[config.mk]
export PLATFORM = sky130hd
export DESIGN_NAME = dpcm_reconstruct
export DESIGN_NICKNAME = d
export VERILOG_FILES = /design/src/rtl/dpcm_pkg.sv /design/src/rtl/dpcm_sat_add.sv /design/src/rtl/dpcm_reconstruct.sv
export SDC_FILE = /design/constraint.sdc
export NUM_CORES = 1
export LEC_CHECK = 0
export ABC_AREA = 1
export BUFFER_PORTS_ARGS = -buffer_cell sky130_fd_sc_hd__buf_4
export CORE_UTILIZATION = 35
export CTS_BUF_LIST = sky130_fd_sc_hd__clkbuf_4 sky130_fd_sc_hd__clkbuf_8
export CTS_CLUSTER_DIAMETER = 120
export DETAILED_ROUTE_END_ITERATION = 8
export GPL_ROUTABILITY_DRIVEN = 0
export PLACE_DENSITY = 0.62
export SETUP_SLACK_MARGIN = 0.15
export SLEW_MARGIN = 5
export SYNTH_ARGS = -nofsm -noshare
export SYNTH_HDL_FRONTEND = slang
export SYNTH_HIERARCHICAL = 1
export SYNTH_SLANG_ARGS = --single-unit
[constraint.sdc]
create_clock -name clk -period 2 [get_ports clk]
set_input_delay 0.4 -clock clk [delete_from_list [all_inputs] [get_ports clk]]
set_output_delay 0.4 -clock clk [all_outputs]
set_load 0.05 [all_outputs]
[src/rtl/dpcm_pkg.sv]
// Shared types and helpers for the DPCM reconstruction path.
package dpcm_pkg;

  typedef enum logic {
    ACCEPT  = 1'b0,
    PRESENT = 1'b1
  } dpcm_state_t;

  // Sample width shared with the difference encoder.
  localparam int DPCM_WIDTH_DEF = 8;

  // Clamp a signed value into the unsigned range [0, 2^width-1].
  // The caller keeps the low 'width' bits of the result.
  function automatic logic [31:0] clamp_u(input logic signed [31:0] value,
                                          input int unsigned width);
    logic signed [31:0] maxVal_s;
    maxVal_s = (32'sd1 <<< width) - 32'sd1;
    if (value < 32'sd0) begin
      clamp_u = 32'd0;
    end else if (value > maxVal_s) begin
      clamp_u = maxVal_s;
    end else begin
      clamp_u = value;
    end
  endfunction

endpackage

[src/rtl/dpcm_sat_add.sv]
// Combinational prediction update: pred +/- mag, clamped to the sample range.
module dpcm_sat_add
  import dpcm_pkg::*;
#(
  parameter int WIDTH = DPCM_WIDTH_DEF
) (
  input  logic [WIDTH-1:0] pred,
  input  logic [WIDTH-1:0] mag,
  input  logic             sign,
  output logic [WIDTH-1:0] sum,
  output logic             sat
);

  // Two guard bits: one for the sign, one for the carry of pred + mag.
  logic signed [WIDTH+1:0] predExt_s;
  logic signed [WIDTH+1:0] magExt_s;
  logic signed [WIDTH+1:0] raw_s;
  logic signed [31:0]      rawWide_s;
  logic [31:0]             clamped_s;

  // Form the signed sum/difference and clamp it; any change by the clamp is a saturation.
  always_comb begin
    predExt_s = $signed({2'b00, pred});
    magExt_s  = $signed({2'b00, mag});
    if (sign) begin
      raw_s = predExt_s - magExt_s;
    end else begin
      raw_s = predExt_s + magExt_s;
    end
    rawWide_s = {{(32-WIDTH-2){raw_s[WIDTH+1]}}, raw_s};
    clamped_s = clamp_u(rawWide_s, WIDTH);
    sum       = clamped_s[WIDTH-1:0];
    sat       = (clamped_s != $unsigned(rawWide_s));
  end

endmodule

[src/rtl/dpcm_reconstruct.sv]
// DPCM decoder: rebuilds absolute samples from sign+magnitude differences,
// with valid/ready handshakes on both sides and sticky saturation/key-loss flags.
module dpcm_reconstruct
  import dpcm_pkg::*;
#(
  parameter int WIDTH     = DPCM_WIDTH_DEF,
  parameter int FRAME_LEN = 64
) (
  input  logic             clk,
  input  logic             rst,
  input  logic             InValid,
  output logic             InReady,
  input  logic [WIDTH-1:0] DataIn,
  input  logic             SignIn,
  input  logic             KeyIn,
  output logic             OutValid,
  input  logic             OutReady,
  output logic [WIDTH-1:0] DataOut,
  output logic             SatFlag,
  output logic             KeyErr,
  output logic [15:0]      SampleCnt
);

  dpcm_state_t      state_r;
  logic [WIDTH-1:0] pred_r;

  logic             inXfer_s;
  logic             outXfer_s;
  logic [WIDTH-1:0] sum_s;
  logic             sat_s;
  logic [WIDTH-1:0] nextSample_s;
  logic             clampHit_s;
  logic             frameHit_s;
  logic [15:0]      nextCnt_s;

  dpcm_sat_add #(
    .WIDTH(WIDTH)
  ) u_satAdd (
    .pred(pred_r),
    .mag (DataIn),
    .sign(SignIn),
    .sum (sum_s),
    .sat (sat_s)
  );

  // Decode the candidate sample, counter step and flag events for an input transfer.
  always_comb begin
    inXfer_s  = InValid && InReady;
    outXfer_s = OutValid && OutReady;
    if (KeyIn) begin
      nextSample_s = DataIn;
      clampHit_s   = 1'b0;
      frameHit_s   = 1'b0;
      nextCnt_s    = 16'd0;
    end else begin
      nextSample_s = sum_s;
      clampHit_s   = sat_s;
      frameHit_s   = (FRAME_LEN != 0) && (SampleCnt == 16'(FRAME_LEN));
      if (SampleCnt == 16'hFFFF) begin
        nextCnt_s = 16'hFFFF;
      end else begin
        nextCnt_s = SampleCnt + 16'd1;
      end
    end
  end

  // Two-state handshake FSM; outputs, prediction, counter and sticky flags are registered here.
  always_ff @(posedge clk or posedge rst) begin
    if (rst) begin
      state_r   <= ACCEPT;
      InReady   <= 1'b1;
      OutValid  <= 1'b0;
      DataOut   <= {WIDTH{1'b0}};
      pred_r    <= {WIDTH{1'b0}};
      SatFlag   <= 1'b0;
      KeyErr    <= 1'b0;
      SampleCnt <= 16'd0;
    end else begin
      case (state_r)
        ACCEPT: begin
          if (inXfer_s) begin
            pred_r    <= nextSample_s;
            DataOut   <= nextSample_s;
            SampleCnt <= nextCnt_s;
            SatFlag   <= SatFlag | clampHit_s;
            KeyErr    <= KeyErr | frameHit_s;
            InReady   <= 1'b0;
            OutValid  <= 1'b1;
            state_r   <= PRESENT;
          end
        end
        PRESENT: begin
          if (outXfer_s) begin
            InReady  <= 1'b1;
            OutValid <= 1'b0;
            state_r  <= ACCEPT;
          end
        end
        default: begin
          InReady  <= 1'b1;
          OutValid <= 1'b0;
          state_r  <= ACCEPT;
        end
      endcase
    end
  end

endmodule

==> out/summary.log, run 1 <==
INFO  pwr            vdd_drop_max=0.0001891V
INFO  clocking       tritoncts_num_sinks=29
INFO  placed_design  buffer_ports.inserted=41
INFO  routing        detail_route.drc_violations=0
INFO  logic_synthesis yosysMostFrequentCell=sky130_fd_sc_hd__nand2_1
INFO  logic_synthesis synth_common_cells=130 x sky130_fd_sc_hd__nand2_1, 49 x sky130_fd_sc_hd__inv_1, 31 x sky130_fd_sc_hd__nand3_1
INFO  placed_design  place_ws=-21.92ps
INFO  critical_path  setup.worst_path.class=reg2reg
INFO  logic_synthesis multiplexer_fraction_of_the_synthesized_cell_area=0%
INFO  cells_and_area final_core_utilization=45.13%
INFO  logic_synthesis ys_seq_area_share=28.01%
INFO  critical_path  timing.critical_path.from_type=flip-flop
INFO  sta            clock_skew=6.386ps
INFO  routing        detail-route-antenna-nets=0
INFO  clocking       htree_num_levels=2
INFO  sta            hold_viol=0
INFO  sta            clock.fmax=505.9MHz
INFO  floorplan      chipHeight=88.11µm
INFO  routing        drt_first_iter_violations=114
INFO  run_status     status=finished, final reports clean
INFO  clocking       path_clk_slew=70ps
INFO  clocking       clock_latency=290ps
INFO  global_route   antenna_found_initial=0
INFO  logic_synthesis synth.yosys.warnings=6
INFO  global_route   via_count_of_the_first_global_routing_pass=2,414
INFO  critical_path  worst-endpoint-arrival=2190ps
INFO  logic_synthesis synth_area=2595µm²
INFO  sta            setup_viol=0
INFO  floorplan      io_pins=42
INFO  logic_synthesis area_fraction_in_compound_gates_after_synthesis=10.13%
INFO  routing        routed_wirelength=6.780mm
INFO  clocking       clock_tree.root_cell=sky130_fd_sc_hd__clkbuf_8
INFO  routing        route.detailed.wl_per_inst=12.63µm
INFO  floorplan      dieWidth=88.11µm
INFO  sta            timing.max_slew.rel_slack=71.64%
INFO  logic_synthesis postSynth.topFlopCell=sky130_fd_sc_hd__dfrtp_1
INFO  sta            worst_pin_slew=424.4ps
INFO  cells_and_area fillerInstances=765
INFO  logic_synthesis synth_fa_ha_area_share=10.70%
INFO  cells_and_area final_cell_area=3256µm²
INFO  routing        dr_total_vias=2,645
INFO  logic_synthesis post_synth_xor_area_fraction=1.013%
INFO  logic_synthesis number_of_flops_mapped_to_enable_cells_by_yosys=0
INFO  logic_synthesis yosysTopAreaCell=sky130_fd_sc_hd__dfrtp_1
INFO  sta            tns=0ps
INFO  global_route   grt_first_pass_wirelength=11.21mm
INFO  critical_path  endpoint_kind=flip-flop
INFO  placed_design  detailed_place_hpwl=5.164mm
INFO  cells_and_area layout-drive-gt1-share=24.20%
INFO  clocking       number_of_buffers_inserted_during_clock_tree_synthesis=5
INFO  clocking       tritoncts_clock_tree=done
INFO  cells_and_area nets=472
INFO  clocking       cts-root-to-sink-buffers=2
INFO  routing        drt-pass1-iter-count=4
INFO  logic_synthesis largest_family_of_logic_cells_by_synthesized_area=simple AND/OR/NAND/NOR gates
INFO  logic_synthesis netlist.area_leader.share=27.00%
INFO  logic_synthesis synthesis.instances=388
INFO  global_route   grt_start_max_net_pins=30
INFO  global_route   grt_overflow_total=0
INFO  logic_synthesis async_reset_ff_share=100.0%
INFO  logic_synthesis mappedNetlistNets=423
INFO  placed_design  place_area=3063µm²
INFO  logic_synthesis syn_avg_cell_area=6.688µm²
INFO  sta            min_period_over_period=98.84%
INFO  floorplan      core=7214µm²
INFO  logic_synthesis synthSimpleGateAreaFrac=40.31%
INFO  clocking       hold_fix_buffers_cts=0
INFO  routing        vias_per_cell=4.926
INFO  critical_path  worstPathRequired=2210ps
INFO  sta            drv_slew=0
INFO  pwr            pwr_density_cell=429.1nW/µm²
INFO  pwr            totalPowerFinal=1.397mW
INFO  critical_path  critical_path.max_fanout=4
INFO  sta            rsz_0062_raised_after_global_routing=true
INFO  pwr            power_leakage=1.779nW
INFO  cells_and_area antenna_cells=0
INFO  sta            setup_ws_post_layout=23.29ps
INFO  cells_and_area syn2layout_area_growth=25.46%
INFO  global_route   globalRouteTotalUtil=18.64%
INFO  floorplan      floorplan.die_area=7762µm²
INFO  logic_synthesis synth_cell_types=38
INFO  logic_synthesis synth_top_cells_by_area=sky130_fd_sc_hd__dfrtp_1 27%, sky130_fd_sc_hd__nand2_1 19%, sky130_fd_sc_hd__ha_1 9.2%
INFO  floorplan      floorplan.initialDensity=35.97%
INFO  logic_synthesis synth_seq_cells=29
INFO  sta            final_period_minus_worst_setup_slack=1977ps
INFO  min_path       worstHoldPathType=in2async
INFO  floorplan      rows=31
INFO  run            maxCapViolations=0
flip-flops by register name, indices dropped and copies added, names as in the netlist:
| signal | flops |
|---|---|
| state_r | 1 |
| OutValid | 1 |
| KeyErr | 1 |
| SatFlag | 1 |
| InReady | 1 |
| pred_r | 8 |
| SampleCnt | 16 |
critical path, cell delays in order (launching register included):
cell	delay (ps)
sky130_fd_sc_hd__dfrtp_2	450
sky130_fd_sc_hd__inv_2	90
sky130_fd_sc_hd__ha_4	130
sky130_fd_sc_hd__inv_2	30
sky130_fd_sc_hd__fa_2	340
sky130_fd_sc_hd__nand2_1	60
sky130_fd_sc_hd__nand2_1	60
sky130_fd_sc_hd__and2_4	150
sky130_fd_sc_hd__o21ai_2	120
sky130_fd_sc_hd__or2_0	120
sky130_fd_sc_hd__nand3_1	60
sky130_fd_sc_hd__nand2_1	60
sky130_fd_sc_hd__nand2_1	50
sky130_fd_sc_hd__a31oi_1	170
cell type report:
cell class / instances / area (µm²) / area share, %
Clock inverter: 2 / 37.54 / 1.153
Multi-Input combinational cell: 294 / 1689 / 51.88
Timing Repair Buffer: 50 / 375.4 / 11.53
Clock buffer: 6 / 82.58 / 2.537
Inverter: 57 / 216.5 / 6.649
Tap cell: 99 / 123.9 / 3.805
Sequential cell: 29 / 730.7 / 22.44
path summary, 6_finish.rpt:
check	end	start	slack, ps	cells after the start
setup / recovery	pred_r[4]$_DFFE_PP0P_	pred_r[0]$_DFFE_PP0P_	20	13
hold / removal	OutValid$_DFFE_PP0P_	rst	190	3
setup reg to reg	pred_r[4]$_DFFE_PP0P_	pred_r[0]$_DFFE_PP0P_	20	13
hold reg to reg	KeyErr$_DFFE_PP0P_	KeyErr$_DFFE_PP0P_	470	2
max in group asynchronous	InReady$_DFFE_PP1P_	rst	1500	3
min in group clk	state_r$_DFF_PP0_	OutReady	390	4
stage by stage:
step | std cells | hold WS, ps
CTS | 536 | 194.1
detailed placement | 527 | 454.6
global placement | 527 | 449.8
global route | 537 | 249.6
finish | 537 | 186.3
floorplan | 388 | 470.4
cell usage in the layout, fill, tap and decap left out, types with 2 or more instances in the layout:
master and instances:
sky130_fd_sc_hd__nor2_1 28, sky130_fd_sc_hd__nand3b_1 2, sky130_fd_sc_hd__nand3_4 2, sky130_fd_sc_hd__dfrtp_1 25, sky130_fd_sc_hd__nor2_4 2, sky130_fd_sc_hd__ha_1 15, sky130_fd_sc_hd__inv_1 47, sky130_fd_sc_hd__nand3_2 3
sky130_fd_sc_hd__inv_2 9, sky130_fd_sc_hd__ha_4 3, sky130_fd_sc_hd__xor2_1 3, sky130_fd_sc_hd__a21oi_2 2, sky130_fd_sc_hd__nor2_2 3, sky130_fd_sc_hd__nand2_2 3, sky130_fd_sc_hd__o21ai_0 4, sky130_fd_sc_hd__fa_2 2
sky130_fd_sc_hd__dfrtp_2 3, sky130_fd_sc_hd__buf_4 50, sky130_fd_sc_hd__nor3_1 2, sky130_fd_sc_hd__nand4_1 9, sky130_fd_sc_hd__o21ai_2 5, sky130_fd_sc_hd__o21ai_1 16, sky130_fd_sc_hd__a21oi_1 8, sky130_fd_sc_hd__clkbuf_8 6
sky130_fd_sc_hd__nand3_1 30, sky130_fd_sc_hd__a31oi_1 8, sky130_fd_sc_hd__nand2_1 129, sky130_fd_sc_hd__nand2_4 3
what timing repair did:
item                       4_1_cts  5_1_grt
resized for setup                9        2
buffers inserted                 1        1
setup endpoints to repair        9        9
pin swaps                        4        3
gates cloned                     0        0
routing by layer:
layer  global-route usage (%)  vias to the layer above  wire length [µm]
met1                    24.26                     1225              3088
met3                    3.770                       11               319
met4                    7.185                        0               116
met2                    30.44                       70              3256
li1                         -                     1339                 -
met5                        0                        -                 0
report_power, final:
part           internal [mW]  switching [mW]  total [mW]
registers              0.586               0       0.586
logic                 0.0597          0.0973       0.157
clock network          0.405           0.249       0.654
total                   1.05           0.346        1.40
cells by family (layout without fill, tap and decap cells):
kind of cell    after synthesis  in the layout
simple gates                225            225
buf+inv                      65            115
compound gates               45             45
flops                        29             29
fa+ha+maj                    21             21
xor+xnor                      3              3
Power figures use the tool's default switching activity.
==> run 2, diff against run 1 <==
- PLACE_DENSITY: 0.62 -> unset
==> out/summary.log, run 2 (synthesis gave the netlist of run 1 again) <==
INFO  cells_and_area flip_flop_count_of_the_largest_register_all_copies_and_words_added=16 [unchanged]
INFO  routing        route.detailed.wl_per_inst=12.97µm [+2.7%]
INFO  run            maxCapViolations=0 [unchanged]
INFO  clocking       htree_num_levels=2 [unchanged]
INFO  sta            drv_slew=0 [unchanged]
INFO  clocking       tritoncts_num_sinks=29 [unchanged]
INFO  global_route   grt_start_max_net_pins=30 [unchanged]
INFO  placed_design  buffer_ports.inserted=41 [unchanged]
INFO  clocking       path_clk_slew=70ps [about the same]
INFO  routing        dr_total_vias=2,709 [+2.4%]
INFO  sta            setup_viol=0 [unchanged]
INFO  critical_path  slowest_stage=sky130_fd_sc_hd__dfrtp_2
INFO  clocking       number_of_buffers_inserted_during_clock_tree_synthesis=5 [unchanged]
INFO  cells_and_area fillerInstances=772 [+0.92%]
INFO  clocking       cts-root-to-sink-buffers=2 [unchanged]
INFO  placed_design  dp.cells=525 [-0.38%]
INFO  pwr            vdd_drop_max=0.0002660V [+41%]
INFO  global_route   antenna_found_initial=0 [unchanged]
INFO  routing        detail-route-antenna-nets=0 [unchanged]
INFO  pwr            pwr_density_cell=379.2nW/µm² [-12%]
INFO  sta            clock.fmax=513.1MHz [+1.4%]
INFO  sta            min_period_over_period=97.44% [-1.4 points]
INFO  critical_path  setup.worst_path.class=reg2reg
INFO  pwr            power_switching_share=27.32% [+2.5 points]
INFO  global_route   grt_first_pass_wirelength=11.34mm [+1.2%]
INFO  global_route   globalRouteTotalUtil=18.88% [+0.24 points]
INFO  pwr            totalPowerFinal=1.242mW [-11%]
INFO  cells_and_area regMostFlops=SampleCnt
INFO  sta            rsz_0062_raised_after_global_routing=true
INFO  cells_and_area layout-drive-gt1-share=26.26% [+2.1 points]
INFO  critical_path  worst-endpoint-arrival=2090ps [-100 ps]
INFO  critical_path  cp_cell_sequence=inv_2, ha_4, inv_2, fa_2, nand2_2, nand2_2, and2_4, nand2_4, nand3_4, inv_4, o21ai_2, nand2_1, a31oi_1
INFO  critical_path  critical_path.max_stage_delay=430ps [-20 ps]
INFO  cells_and_area top_library_cells_by_usage_in_the_layout_fill_and_taps_aside=125 x sky130_fd_sc_hd__nand2_1, 48 x sky130_fd_sc_hd__buf_4, 47 x sky130_fd_sc_hd__inv_1
INFO  critical_path  critical_path.max_fanout=6 [+2]
INFO  clocking       clock_latency=290ps [about the same]
INFO  sta            clock_skew=4.669ps [-1.717 ps]
INFO  pwr            switching_power=0.3393mW [-2.0%]
INFO  cells_and_area antenna_cells=0 [unchanged]
INFO  critical_path  endpoint_kind=flip-flop
INFO  sta            final_period_minus_worst_setup_slack=1949ps [-27.93 ps]
INFO  floorplan      chipHeight=88.11µm [unchanged]
INFO  critical_path  critical_path.reg2reg.startpoint=pred_r[0]$_DFFE_PP0P_
INFO  pwr            power.share.sequential=47.2% [+5.2 points]
INFO  routing        vias_per_cell=5.045 [+2.4%]
INFO  routing        drt-pass1-iter-count=5 [+1]
INFO  global_route   via_count_of_the_first_global_routing_pass=2,452 [+1.6%]
INFO  critical_path  path_buf_inv=3 [+1]
INFO  placed_design  place_area=3060µm² [about the same]
INFO  min_path       worstHoldPathType=in2async
INFO  sta            timing.max_slew.rel_slack=71.69% [about the same]
INFO  critical_path  timing.critical_path.from_type=flip-flop
INFO  cells_and_area syn2layout_area_growth=26.23%
INFO  sta            hold_viol=0 [unchanged]
INFO  routing        drt_first_iter_violations=142 [+25%]
INFO  pwr            power_leakage=1.771nW [-0.45%]
INFO  global_route   grt_overflow_total=0 [unchanged]
INFO  floorplan      floorplan.die_area=7762µm² [unchanged]
INFO  clocking       hold_fix_buffers_cts=0 [unchanged]
INFO  cells_and_area final_cell_area=3276µm² [+0.61%]
INFO  critical_path  worst-r2r-cell-count=13 [unchanged]
INFO  cells_and_area nets=472 [unchanged]
INFO  critical_path  worstPathRequired=2150ps [-60 ps]
INFO  clocking       tritoncts_clock_tree=done
INFO  pwr            clock_power_share=39.6% [-7.2 points]
INFO  critical_path  reg2reg_setup_slack=50ps [+30 ps]
INFO  clocking       clock_tree.root_cell=sky130_fd_sc_hd__clkbuf_8
INFO  pwr            p_int=0.9027mW [-14%]
INFO  cells_and_area finalNonFillerCells=537 [unchanged]
INFO  floorplan      floorplan.initialDensity=35.97% [unchanged]
INFO  critical_path  critPathTopFamily=simple AND/OR/NAND/NOR gates
INFO  pwr            pwr-share-comb=13.2% [+2.0 points]
INFO  critical_path  critical_path.reg2reg.endpoint=pred_r[2]$_DFFE_PP0P_
INFO  cells_and_area multi_input_comb_area=1727µm² [+2.2%]
INFO  routing        routed_wirelength=6.963mm [+2.7%]
INFO  cells_and_area layout_commonest_cell=sky130_fd_sc_hd__nand2_1
INFO  cells_and_area reg.largest.list=SampleCnt (16), pred_r (8)
INFO  floorplan      dieWidth=88.11µm [unchanged]
INFO  cells_and_area register_area=730.7µm² [unchanged]
INFO  routing        detail_route.drc_violations=0 [unchanged]
INFO  floorplan      rows=31 [unchanged]
INFO  floorplan      core=7214µm² [unchanged]
INFO  floorplan      io_pins=42 [unchanged]
INFO  sta            final.hold.worst_slack=188.0ps [+1.753 ps]
INFO  placed_design  detailed_place_hpwl=5.263mm [+1.9%]
INFO  run_status     status=finished, final reports clean
INFO  sta            worst_pin_slew=423.7ps [-0.7799 ps]
==> run 2: cell types whose count changed in the layout (fill, tap and decap cells not counted), moves of 2 or more <==
| cell | change |
|---|---|
| sky130_fd_sc_hd__nand2_1 | -4 |
| sky130_fd_sc_hd__nand2_2 | +4 |
| sky130_fd_sc_hd__ha_1 | -3 |
| sky130_fd_sc_hd__buf_4 | -2 |
| sky130_fd_sc_hd__clkinv_2 | +2 |
| sky130_fd_sc_hd__ha_2 | +2 |
| sky130_fd_sc_hd__nand3_1 | -2 |
| sky130_fd_sc_hd__nand3_2 | +2 |
==> run 2: cell type report <==
class                   count  share of cell area, %
repair buffers             50                  11.96
inverters                  57                  6.608
well taps                  99                  3.782
flip-flops and latches     29                  22.31
multi-input cells         294                  52.71
clock inverters             2                 0.3056
clock buffers               6                  2.330
==> run 2: worst max path at each step <==
stage	start	end	slack (ps)	depth (start not counted)
global placement	DataIn[4]	pred_r[7]$_DFFE_PP0P_	10	15
global route	pred_r[0]$_DFFE_PP0P_	pred_r[4]$_DFFE_PP0P_	-70	13
finish	pred_r[0]$_DFFE_PP0P_	pred_r[2]$_DFFE_PP0P_	50	13
CTS	pred_r[0]$_DFFE_PP0P_	pred_r[4]$_DFFE_PP0P_	70	13
floorplan	pred_r[0]$_DFFE_PP0P_	pred_r[4]$_DFFE_PP0P_	50	13
detailed placement	DataIn[0]	pred_r[2]$_DFFE_PP0P_	-40	11
==> run 2: power groups by stage <==
stage               registers, mW  logic [mW]  clock network (mW)
floorplan                   0.597      0.0978                   0
global placement            0.597       0.149                   0
detailed placement          0.597       0.151                   0
CTS                         0.586       0.156               0.501
global route                0.586       0.184               0.530
finish                      0.587       0.163               0.492
==> run 2: per-stage QoR <==
stage	setup TNS (ps)	setup WS [ps]	utilization, %
after floorplan	0	54.45	-
after global placement	0	10.07	42.42
after detailed placement	-178.9	-41.80	42.42
after CTS	0	68.18	44.52
after global routing	-321.6	-74.45	45.40
final	0	51.22	45.40
==> run 2: per-layer routing <==
layer	GRT usage, %	up-vias	wire length [µm]	share of wire, %
met5	0	-	0	0
met3	2.545	17	332	4.8
met2	29.39	95	3208	46
li1	-	1337	-	-
met4	7.478	0	193	2.8
met1	26.46	1260	3229	46
==> run 2: worst min-delay path, stage by stage <==
cell	delay [ps]
sky130_fd_sc_hd__buf_4	110
sky130_fd_sc_hd__inv_1	40
sky130_fd_sc_hd__buf_4	340
==> run 2: what timing repair did <==
item	4_1_cts	5_1_grt
gates resized for setup	11	12
pin swaps	4	5
endpoints found under the setup margin	9	9
setup buffers	3	1
==> run 3, diff against run 2 <==
--- a/config.mk
+++ b/config.mk
@@ -9,2 +9,3 @@
 export BUFFER_PORTS_ARGS = -buffer_cell sky130_fd_sc_hd__buf_4
+export CORE_ASPECT_RATIO = 0.9
 export CORE_UTILIZATION = 35
@@ -14,2 +15,3 @@
 export GPL_ROUTABILITY_DRIVEN = 0
+export GPL_TIMING_DRIVEN = 0
 export SETUP_SLACK_MARGIN = 0.15
==> constraint.sdc (replaced) <==
create_clock -name clk -period 2 [get_ports clk]
set_input_delay 0.3 -clock clk [delete_from_list [all_inputs] [get_ports clk]]
set_output_delay 0.3 -clock clk [all_outputs]
set_load 0.05 [all_outputs]
==> out/summary.log, run 3 (synthesis gave the netlist of run 1 again) <==
INFO  run_status     status=finished, final reports clean
INFO  min_path       min_from=OutReady
INFO  pwr            vdd_drop_max=0.0002769V [+4.1%]
INFO  cells_and_area register_area=730.7µm² [unchanged]
INFO  critical_path  worst-r2r-cell-count=13 [unchanged]
INFO  critical_path  slowest_stage=sky130_fd_sc_hd__dfrtp_2
INFO  pwr            power_leakage=1.789nW [+1.0%]
INFO  global_route   via_count_of_the_first_global_routing_pass=2,256 [-8.0%]
INFO  run            maxCapViolations=0 [unchanged]
INFO  global_route   grt_first_pass_wirelength=10.98mm [-3.2%]
INFO  global_route   grt_overflow_total=0 [unchanged]
INFO  cells_and_area layout-drive-gt1-share=26.53% [+0.27 points]
INFO  routing        detail_route.drc_violations=0 [unchanged]
INFO  cells_and_area layout_commonest_cell=sky130_fd_sc_hd__nand2_1
INFO  pwr            pwr_density_cell=393.0nW/µm² [+3.6%]
INFO  sta            tns=0ps [unchanged]
INFO  critical_path  setup.worst_path.class=reg2reg
INFO  critical_path  reg2reg_setup_slack=30ps [-20 ps]
INFO  critical_path  critical_path.reg2reg.startpoint=pred_r[0]$_DFFE_PP0P_
INFO  critical_path  critical_path.max_stage_delay=430ps [about the same]
INFO  global_route   globalRouteTotalUtil=17.78% [-1.1 points]
INFO  routing        vias_per_cell=4.865 [-3.6%]
INFO  clocking       hold_fix_buffers_cts=0 [unchanged]
INFO  cells_and_area reg.largest.list=SampleCnt (16), pred_r (8)
INFO  critical_path  critical_path.reg2reg.endpoint=pred_r[4]$_DFFE_PP0P_
INFO  floorplan      rows=29 [-6.5%]
INFO  critical_path  endpoint_kind=flip-flop
INFO  cells_and_area regMostFlops=SampleCnt
INFO  clocking       htree_num_levels=2 [unchanged]
INFO  floorplan      dieWidth=92.77µm [+5.3%]
INFO  floorplan      floorplan.initialDensity=36.49% [+0.52 points]
INFO  clocking       tritoncts_num_sinks=29 [unchanged]
INFO  routing        drt-pass1-iter-count=4 [-1]
INFO  pwr            switching_power=0.3240mW [-4.5%]
INFO  clocking       clock_tree.root_cell=sky130_fd_sc_hd__clkbuf_8
INFO  placed_design  buffer_ports.inserted=40 [-2.4%]
INFO  clocking       tritoncts_clock_tree=done
INFO  routing        dr_total_vias=2,598 [-4.1%]
INFO  cells_and_area nets=475 [+0.64%]
INFO  pwr            p_int=0.9559mW [+5.9%]
INFO  pwr            totalPowerFinal=1.280mW [+3.0%]
INFO  critical_path  critical_path.max_fanout=4 [-2]
INFO  sta            setup_ws_post_layout=33.29ps [-17.93 ps]
INFO  critical_path  timing.critical_path.from_type=flip-flop
INFO  global_route   grtUsageMet3=2.823% [+0.28 points]
INFO  cells_and_area top_library_cells_by_usage_in_the_layout_fill_and_taps_aside=125 x sky130_fd_sc_hd__nand2_1, 47 x sky130_fd_sc_hd__inv_1, 46 x sky130_fd_sc_hd__buf_4
INFO  sta            hold_viol=0 [unchanged]
INFO  routing        detail-route-antenna-nets=0 [unchanged]
INFO  sta            rsz_0062_raised_after_global_routing=true
INFO  clocking       cts-root-to-sink-buffers=2 [unchanged]
INFO  min_path       min_path_cells=4
INFO  critical_path  path_buf_inv=2 [-1]
INFO  cells_and_area flip_flop_count_of_the_largest_register_all_copies_and_words_added=16 [unchanged]
INFO  cells_and_area antenna_cells=0 [unchanged]
INFO  global_route   met2_layer_usage_reported_by_global_route=26.07% [-3.3 points]
INFO  critical_path  worstPathRequired=2210ps [+60 ps]
INFO  floorplan      io_pins=42 [unchanged]
INFO  min_path       worstHoldPathType=in2reg
INFO  clocking       clock_latency=290ps [about the same]
INFO  clocking       path_clk_slew=70ps [about the same]
INFO  sta            setup_viol=0 [unchanged]
INFO  global_route   gr-max-usage-layer=met1
INFO  critical_path  cp_cell_sequence=inv_2, ha_4, inv_2, fa_2, nand2_2, nand2_2, and2_4, o21ai_2, or2_0, nand3_1, nand2_1, nand2_1, a31oi_1
INFO  routing        routed_wirelength=6.708mm [-3.7%]
INFO  pwr            power.share.sequential=45.8% [-1.4 points]
INFO  pwr            pwr-share-comb=12.6% [-0.6 points]
INFO  cells_and_area multi_input_comb_area=1717µm² [-0.58%]
INFO  clocking       number_of_buffers_inserted_during_clock_tree_synthesis=5 [unchanged]
INFO  critical_path  critPathTopFamily=simple AND/OR/NAND/NOR gates
INFO  sta            clock_skew=11.96ps [+7.292 ps]
INFO  min_path       worstHoldEndpoint=state_r$_DFF_PP0_
INFO  sta            min_period_over_period=98.34% [+0.90 points]
INFO  cells_and_area syn2layout_area_growth=25.51%
INFO  cells_and_area fillerInstances=770 [-0.26%]
INFO  placed_design  place_ws=16.10ps [+57.90 ps]
INFO  critical_path  worst-endpoint-arrival=2170ps [+80 ps]
INFO  sta            timing.max_slew.rel_slack=26.75% [-45 points]
INFO  sta            worst_pin_slew=1098ps [+673.9 ps]
INFO  sta            drv_slew=0 [unchanged]
INFO  floorplan      chipHeight=83.69µm [-5.0%]
INFO  global_route   antenna_found_initial=0 [unchanged]
INFO  placed_design  detailed_place_hpwl=5.150mm [-2.1%]
INFO  cells_and_area final_core_utilization=45.80% [+0.39 points]
INFO  routing        drt_first_iter_violations=129 [-9.2%]
INFO  floorplan      floorplan.die_area=7763µm² [about the same]
INFO  routing        route.detailed.wl_per_inst=12.56µm [-3.1%]
INFO  pwr            power_switching_share=25.32% [-2.0 points]
INFO  sta            clock.fmax=508.5MHz [-0.91%]
INFO  floorplan      core=7112µm² [-1.4%]
INFO  global_route   grtUsageMet1=26.99% [+0.53 points]
INFO  sta            final_period_minus_worst_setup_slack=1967ps [+17.93 ps]
INFO  global_route   grt_start_max_net_pins=30 [unchanged]
INFO  pwr            clock_power_share=41.6% [+2.0 points]
-- run 3: cell count changes in the layout (fill, tap and decap cells not counted), sizes merged --
| cell | change |
|---|---|
| buf | +2 |
| clkbuf | +3 |
| clkinv | -2 |
-- run 3: layer usage --
metal / vias to the layer above / part of all wire (%)
li1: 1342 / -
met1: 1190 / 52
met2: 61 / 43
met3: 5 / 4.1
met4: 0 / 0.82
met5: - / 0
-- run 3: worst register-to-register path, stage by stage, from the launching register on --
cell,delay [ps]
sky130_fd_sc_hd__dfrtp_2,430
sky130_fd_sc_hd__inv_2,90
sky130_fd_sc_hd__ha_4,130
sky130_fd_sc_hd__inv_2,30
sky130_fd_sc_hd__fa_2,350
sky130_fd_sc_hd__nand2_2,70
sky130_fd_sc_hd__nand2_2,60
sky130_fd_sc_hd__and2_4,150
sky130_fd_sc_hd__o21ai_2,130
sky130_fd_sc_hd__or2_0,130
sky130_fd_sc_hd__nand3_1,70
sky130_fd_sc_hd__nand2_1,60
sky130_fd_sc_hd__nand2_1,50
sky130_fd_sc_hd__a31oi_1,170
-- run 3: power by group through the flow --
stage          sequential [mW]  clock [mW]  combinational [mW]
6_report                 0.587       0.532               0.161
5_1_grt                  0.586       0.570               0.182
4_1_cts                  0.587       0.543               0.153
3_5_place_dp             0.597           0               0.148
3_3_place_gp             0.597           0               0.146
2_1_floorplan            0.597           0              0.0978
-- run 3: worst max path at each step --
stage / start / to / slack (ps) / cells after the start
global route: pred_r[0]$_DFFE_PP0P_ / pred_r[4]$_DFFE_PP0P_ / -110 / 13
CTS: pred_r[0]$_DFFE_PP0P_ / pred_r[4]$_DFFE_PP0P_ / 30 / 13
global placement: pred_r[0]$_DFFE_PP0P_ / pred_r[0]$_DFFE_PP0P_ / 60 / 13
floorplan: pred_r[0]$_DFFE_PP0P_ / pred_r[4]$_DFFE_PP0P_ / 50 / 13
detailed placement: pred_r[0]$_DFFE_PP0P_ / pred_r[4]$_DFFE_PP0P_ / 20 / 13
finish: pred_r[0]$_DFFE_PP0P_ / pred_r[4]$_DFFE_PP0P_ / 30 / 13
-- run 3: stage by stage --
step           hold WS [ps]  area (µm²)  instances
2_1_floorplan         377.2        2620        388
3_3_place_gp          453.0        3037        521
3_5_place_dp          456.1        3037        521
4_1_cts               284.9        3203        533
5_1_grt               299.3        3257        534
6_report              289.4        3257        534
-- run 3: final cells by class --
class	instances	share of cell area (%)
Buffer	8	1.268
Multi-Input combinational cell	294	52.71
Sequential cell	29	22.44
Tap cell	93	3.573
Timing Repair Buffer	45	10.37
Inverter	57	6.646
Clock buffer	8	2.997
-- run 3: timing repair --
action	in CTS	in global routing
setup endpoints to repair	9	9
setup buffers	4	1
gates resized for setup	10	11
pin swaps	4	11
